[config.mk]
export PLATFORM = sky130hd
export DESIGN_NAME = mem_access_unit
export DESIGN_NICKNAME = d
export VERILOG_FILES = /design/src/rtl/mem_access_unit.sv
export SDC_FILE = /design/constraint.sdc
export NUM_CORES = 1
export LEC_CHECK = 0
export ABC_AREA = 1
export BUFFER_PORTS_ARGS = -buffer_cell sky130_fd_sc_hd__buf_2
export CORE_MARGIN = 10
export CORE_UTILIZATION = 45
export CTS_BUF_LIST = sky130_fd_sc_hd__clkbuf_4
export DETAILED_ROUTE_END_ITERATION = 16
export GPL_TIMING_DRIVEN = 1
export PLACE_DENSITY = 0.8
export REMOVE_ABC_BUFFERS = 1
export SKIP_CTS_REPAIR_TIMING = 1
export SKIP_LAST_GASP = 1
export SYNTH_ARGS = -nofsm -noshare
export SYNTH_HDL_FRONTEND = slang
export SYNTH_SLANG_ARGS = --single-unit
[constraint.sdc]
create_clock -name clk -period 2.85 [get_ports clk]
set_clock_uncertainty 0.15 [all_clocks]
set_input_delay 0.57 -clock clk [delete_from_list [all_inputs] [get_ports clk]]
set_output_delay 0.57 -clock clk [all_outputs]
set_load 0.1 [all_outputs]
[src/rtl/mem_access_unit.sv]
// MEM-stage data-memory access controller.
// Runs a single outstanding req/ack transaction with data memory, aligns store
// lanes, extends load data and stalls the pipeline while an access is in flight.
module mem_access_unit #(
    parameter int unsigned TIMEOUT_CYCLES = 16
) (
    input  logic        clk,
    input  logic        rst,
    input  logic        valid_in,
    input  logic        mem_read_in,
    input  logic        mem_write_in,
    input  logic [1:0]  mem_size_in,
    input  logic        mem_unsigned_in,
    input  logic [31:0] addr_in,
    input  logic [31:0] store_data_in,
    output logic [31:0] read_mem_data_out,
    output logic        stall_req,
    output logic        addr_err,
    output logic        bus_err,
    output logic        dmem_req,
    output logic        dmem_we,
    output logic [31:0] dmem_addr,
    output logic [31:0] dmem_wdata,
    output logic [3:0]  dmem_be,
    input  logic        dmem_ack,
    input  logic [31:0] dmem_rdata
);

    typedef enum logic [1:0] {S_IDLE, S_BUSY, S_DONE} state_t;

    // Last BUSY count value before the access is abandoned.
    localparam logic [7:0] CNT_LAST = 8'(TIMEOUT_CYCLES - 1);

    state_t      state_q, state_d;
    logic [7:0]  cnt_q, cnt_d;
    logic        req_q, req_d;
    logic        we_q, we_d;
    logic [31:0] addr_q, addr_d;
    logic [31:0] wdata_q, wdata_d;
    logic [3:0]  be_q, be_d;
    logic [1:0]  lane_q, lane_d;
    logic [1:0]  size_q, size_d;
    logic        uns_q, uns_d;
    logic [31:0] rdout_q, rdout_d;
    logic        bus_err_q, bus_err_d;

    logic        op, mis, is_half, is_word;
    logic [31:0] st_wdata;
    logic [3:0]  st_be;
    logic [7:0]  ld_byte;
    logic [15:0] ld_half;
    logic [31:0] ld_ext;

    // Decode the incoming access; size 11 behaves as a word.
    always_comb begin
        is_half = (mem_size_in == 2'b01);
        is_word = mem_size_in[1];
        op      = valid_in & (mem_read_in | mem_write_in);
        mis     = op & ((is_half & addr_in[0]) | (is_word & (addr_in[1:0] != 2'b00)));
    end

    // Little-endian store lane replication and byte enables; loads enable all lanes.
    always_comb begin
        st_wdata = store_data_in;
        st_be    = 4'b1111;
        if (mem_write_in) begin
            case (mem_size_in)
                2'b00: begin
                    st_wdata = {4{store_data_in[7:0]}};
                    st_be    = 4'b0001 << addr_in[1:0];
                end
                2'b01: begin
                    st_wdata = {2{store_data_in[15:0]}};
                    st_be    = addr_in[1] ? 4'b1100 : 4'b0011;
                end
                default: begin
                    st_wdata = store_data_in;
                    st_be    = 4'b1111;
                end
            endcase
        end
    end

    // Select the addressed lane of the returned word and extend it; stores return 0.
    always_comb begin
        ld_byte = dmem_rdata[{lane_q, 3'b000} +: 8];
        ld_half = lane_q[1] ? dmem_rdata[31:16] : dmem_rdata[15:0];
        case (size_q)
            2'b00:   ld_ext = {{24{~uns_q & ld_byte[7]}}, ld_byte};
            2'b01:   ld_ext = {{16{~uns_q & ld_half[15]}}, ld_half};
            default: ld_ext = dmem_rdata;
        endcase
        if (we_q) begin
            ld_ext = 32'h0;
        end
    end

    // Next-state logic and combinational pipeline controls.
    always_comb begin
        state_d   = state_q;
        cnt_d     = cnt_q;
        req_d     = req_q;
        we_d      = we_q;
        addr_d    = addr_q;
        wdata_d   = wdata_q;
        be_d      = be_q;
        lane_d    = lane_q;
        size_d    = size_q;
        uns_d     = uns_q;
        rdout_d   = rdout_q;
        bus_err_d = 1'b0;
        stall_req = 1'b0;
        addr_err  = 1'b0;
        case (state_q)
            S_IDLE: begin
                addr_err = mis;
                if (op && !mis) begin
                    stall_req = 1'b1;
                    req_d     = 1'b1;
                    we_d      = mem_write_in;
                    addr_d    = {addr_in[31:2], 2'b00};
                    wdata_d   = st_wdata;
                    be_d      = st_be;
                    lane_d    = addr_in[1:0];
                    size_d    = mem_size_in;
                    uns_d     = mem_unsigned_in;
                    cnt_d     = 8'd0;
                    state_d   = S_BUSY;
                end
            end
            S_BUSY: begin
                stall_req = 1'b1;
                if (dmem_ack) begin
                    rdout_d = ld_ext;
                    req_d   = 1'b0;
                    state_d = S_DONE;
                end else if (cnt_q == CNT_LAST) begin
                    rdout_d   = 32'h0;
                    req_d     = 1'b0;
                    bus_err_d = 1'b1;
                    state_d   = S_DONE;
                end else begin
                    cnt_d = cnt_q + 8'd1;
                end
            end
            default: begin
                state_d = S_IDLE;
            end
        endcase
    end

    // State and registered-output storage with synchronous reset.
    always_ff @(posedge clk) begin
        if (rst) begin
            state_q   <= S_IDLE;
            cnt_q     <= 8'd0;
            req_q     <= 1'b0;
            we_q      <= 1'b0;
            addr_q    <= 32'h0;
            wdata_q   <= 32'h0;
            be_q      <= 4'h0;
            lane_q    <= 2'b00;
            size_q    <= 2'b00;
            uns_q     <= 1'b0;
            rdout_q   <= 32'h0;
            bus_err_q <= 1'b0;
        end else begin
            state_q   <= state_d;
            cnt_q     <= cnt_d;
            req_q     <= req_d;
            we_q      <= we_d;
            addr_q    <= addr_d;
            wdata_q   <= wdata_d;
            be_q      <= be_d;
            lane_q    <= lane_d;
            size_q    <= size_d;
            uns_q     <= uns_d;
            rdout_q   <= rdout_d;
            bus_err_q <= bus_err_d;
        end
    end

    assign dmem_req          = req_q;
    assign dmem_we           = we_q;
    assign dmem_addr         = addr_q;
    assign dmem_wdata        = wdata_q;
    assign dmem_be           = be_q;
    assign read_mem_data_out = rdout_q;
    assign bus_err           = bus_err_q;

endmodule

==> impl_metrics.tcl <==
set metrics [dict create \
    grt_pass1_wl_mm 27.3 \
    setup_violations 0 \
    grt_pass1_vias 5404 \
    rsz0062_at_grt "false" \
    ys_ff_latch 116 \
    cp_cell_sequence "or2_1, nor3_1, buf_12" \
    initial_core_util 0.463 \
    synthTopCellsByArea "dfxtp_1 (44%), nand2_1 (12%), nor2_1 (9.6%)" \
    rows 39 \
    drt_iter0_drc 397 \
    async_flop_share 0 \
    drt_wl_total_mm 17.1 \
    portBuffers 207 \
    max_freq_ghz 0.414 \
    whs_endpoint "bus_err" \
    ant_nets 0 \
    drc 0 \
    nets 1077 \
    ys_warn_count 0 \
    r2r_slack_ps 760 \
    dieHeight_um 129 \
    routedWlPerCell_um 15.1 \
    die_x_um 129 \
    yosys.area.top_type_share 0.436 \
    place_congestion 0.891 \
    r2r-start "cnt_q[0]" \
    synth.most_common_cell "nand2_1" \
    p_total_w 0.00418 \
    postSynthCellCount 779 \
    hold_slack_ps 71.4 \
    synth-seq-area-share 0.436 \
    fp.dieArea_um2 16600 \
    numCtsBuffers 17 \
    place_hpwl_mm 12.6 \
    period_share 0.847 \
    stdcell_area_um2 6720 \
    ys.flop_type "dfxtp_1" \
    path_buf_inv 1 \
    start_kind "flip-flop" \
    clock_latency_ps 540 \
    cts_tree "yes" \
    worstHoldStart "dmem_ack" \
    syn_avg_cell_area_um2 6.84 \
    cp_top_family "simple AND/OR/NAND/NOR gates" \
    synth_commonest_cells "nand2_1 (170), nor2_1 (136), dfxtp_1 (116)" \
    root_buffer "clkbuf_4" \
    syn_area_um2 5330 \
    r2r-end "read_mem_data_out[28]" \
    hold_depth 2 \
    p_leak_nw 3.28 \
    endpoint_kind "output port" \
    drive_above_1_share 0.289 \
    clk_pin_slew_worst_paths_ps 110 \
    status "complete, no violations" \
    ys_types 34 \
    worstPathRequired_ps 2130 \
    boundaryPins 210 \
    slowest_delay_ps 360 \
    p_per_area_nw_per_um2 622 \
    cts_buffer_depth 2 \
    vias 5639 \
    crit_type "reg -> out" \
    vias_per_cell 4.99 \
    maxSlewViolCount 0 \
    syn_to_final_growth_pct 26.1 \
    grt_max_degree 83 \
    final-hold-violation-count 0 \
    drt-pass1-iter-count 5 \
    pre_cts_ws_ps 469 \
    drv_cap 0 \
    antenna_found_initial 3 \
    cts_num_sinks 116 \
    finalWorstSetupSlack_ps 436 \
    grt_remaining_overflow 0 \
    yosysTopAreaCell "dfxtp_1" \
    hold_path.class "in -> reg" \
    htree_levels 4 \
    vdd_drop_max_uv 416 \
    period_needed_ps 2410 \
    slowest_stage "nor3_1" \
    core_area_um2 11500 \
    worst_slew_pin_slew_ps 635 \
    worstPathMaxFanout 2 \
    crit_arrival_ps 1690 \
    reg2reg_depth 7 \
    track_usage 0.205 \
    totalNegativeSetupSlack_ps 0 \
    relSlewSlack 0.577 \
    dpl_cell_area_um2 6460 \
    synth_edf_count 0 \
]
[where the power goes]
part	internal, W	switching [W]
combinational	0.000259	0.00105
sequential	0.00172	0.0000446
clock	0.000505	0.000608
[registers in the layout (all words and copies together) (netlist names), 2 cells and up]
signal,count
dmem_wdata,32
read_mem_data_out,32
dmem_addr,30
cnt_q,8
dmem_be,4
lane_q,2
size_q,2
state_q,2
[cell type report]
type                            count  area, µm²
Inverter                           52        195
Sequential cell                   116       2320
Timing Repair Buffer              219       1180
Multi-Input combinational cell    565       2580
Antenna cell                        4       10.0
Fill cell                        1132       4800
Clock buffer                       18        135
Clock inverter                     12        116
Tap cell                          143        179
[per-stage QoR]
step	std cells	util
4_1_cts	1125	0.582
2_1_floorplan	733	-
3_5_place_dp	1095	0.561
6_report	1129	0.583
5_1_grt	1128	0.583
3_3_place_gp	1095	0.561
[layout by cell type, fill, tap and decap left out, drive strengths merged, types with 2 or more instances in the layout]
cell	count
buf	219
nand2	186
nor2	139
dfxtp	116
o21ai	95
a21oi	70
inv	52
nand3	28
nor3	25
clkbuf	18
o22ai	8
clkinv	6
diode	4
clkinvlp	4
nand4	2
xnor2	2
xor2	2
o211ai	2
conb	2
bufinv	2
[worst reg2reg max path, cell delays in order, from the launching register on]
cell	delay, ps
dfxtp_1	390
ha_1	290
nand4_1	200
nand2_1	110
nand2_1	370
buf_12	320
nand2_1	90
a21oi_2	50
[cells by family (layout without fill, tap and decap cells)]
group / count (synthesis) / in the layout / synth area share
simple gates: 382 / 382 / 0.298
compound gates: 176 / 176 / 0.176
flops: 116 / 116 / 0.436
buf+inv: 99 / 301 / 0.0810
xor+xnor: 4 / 4 / 0.00658
fa+ha+maj: 1 / 1 / 0.00235
other cells: 1 / 6 / 0.000704
[per-layer routing]
metal	vias up	part of all wire	track usage	routed length, µm
met5	-	0	0	0
met4	0	0.036	0.113	611
met3	41	0.082	0.0776	1410
met2	176	0.49	0.341	8460
met1	2517	0.39	0.223	6620
li1	2905	-	-	-
[how the worst max path moves through the flow]
stage / from / to / slack, ps / cells after the start
finish: state_q[1] / addr_err / 440 / 3
detailed placement: addr_in[1] / addr_err / 470 / 6
CTS: state_q[1] / addr_err / 360 / 3
global route: state_q[1] / addr_err / 270 / 3
floorplan: mem_size_in[1] / stall_req / -980 / 5
global placement: mem_size_in[1] / addr_err / 460 / 6
No activity file was read; power rests on OpenSTA's default activity.
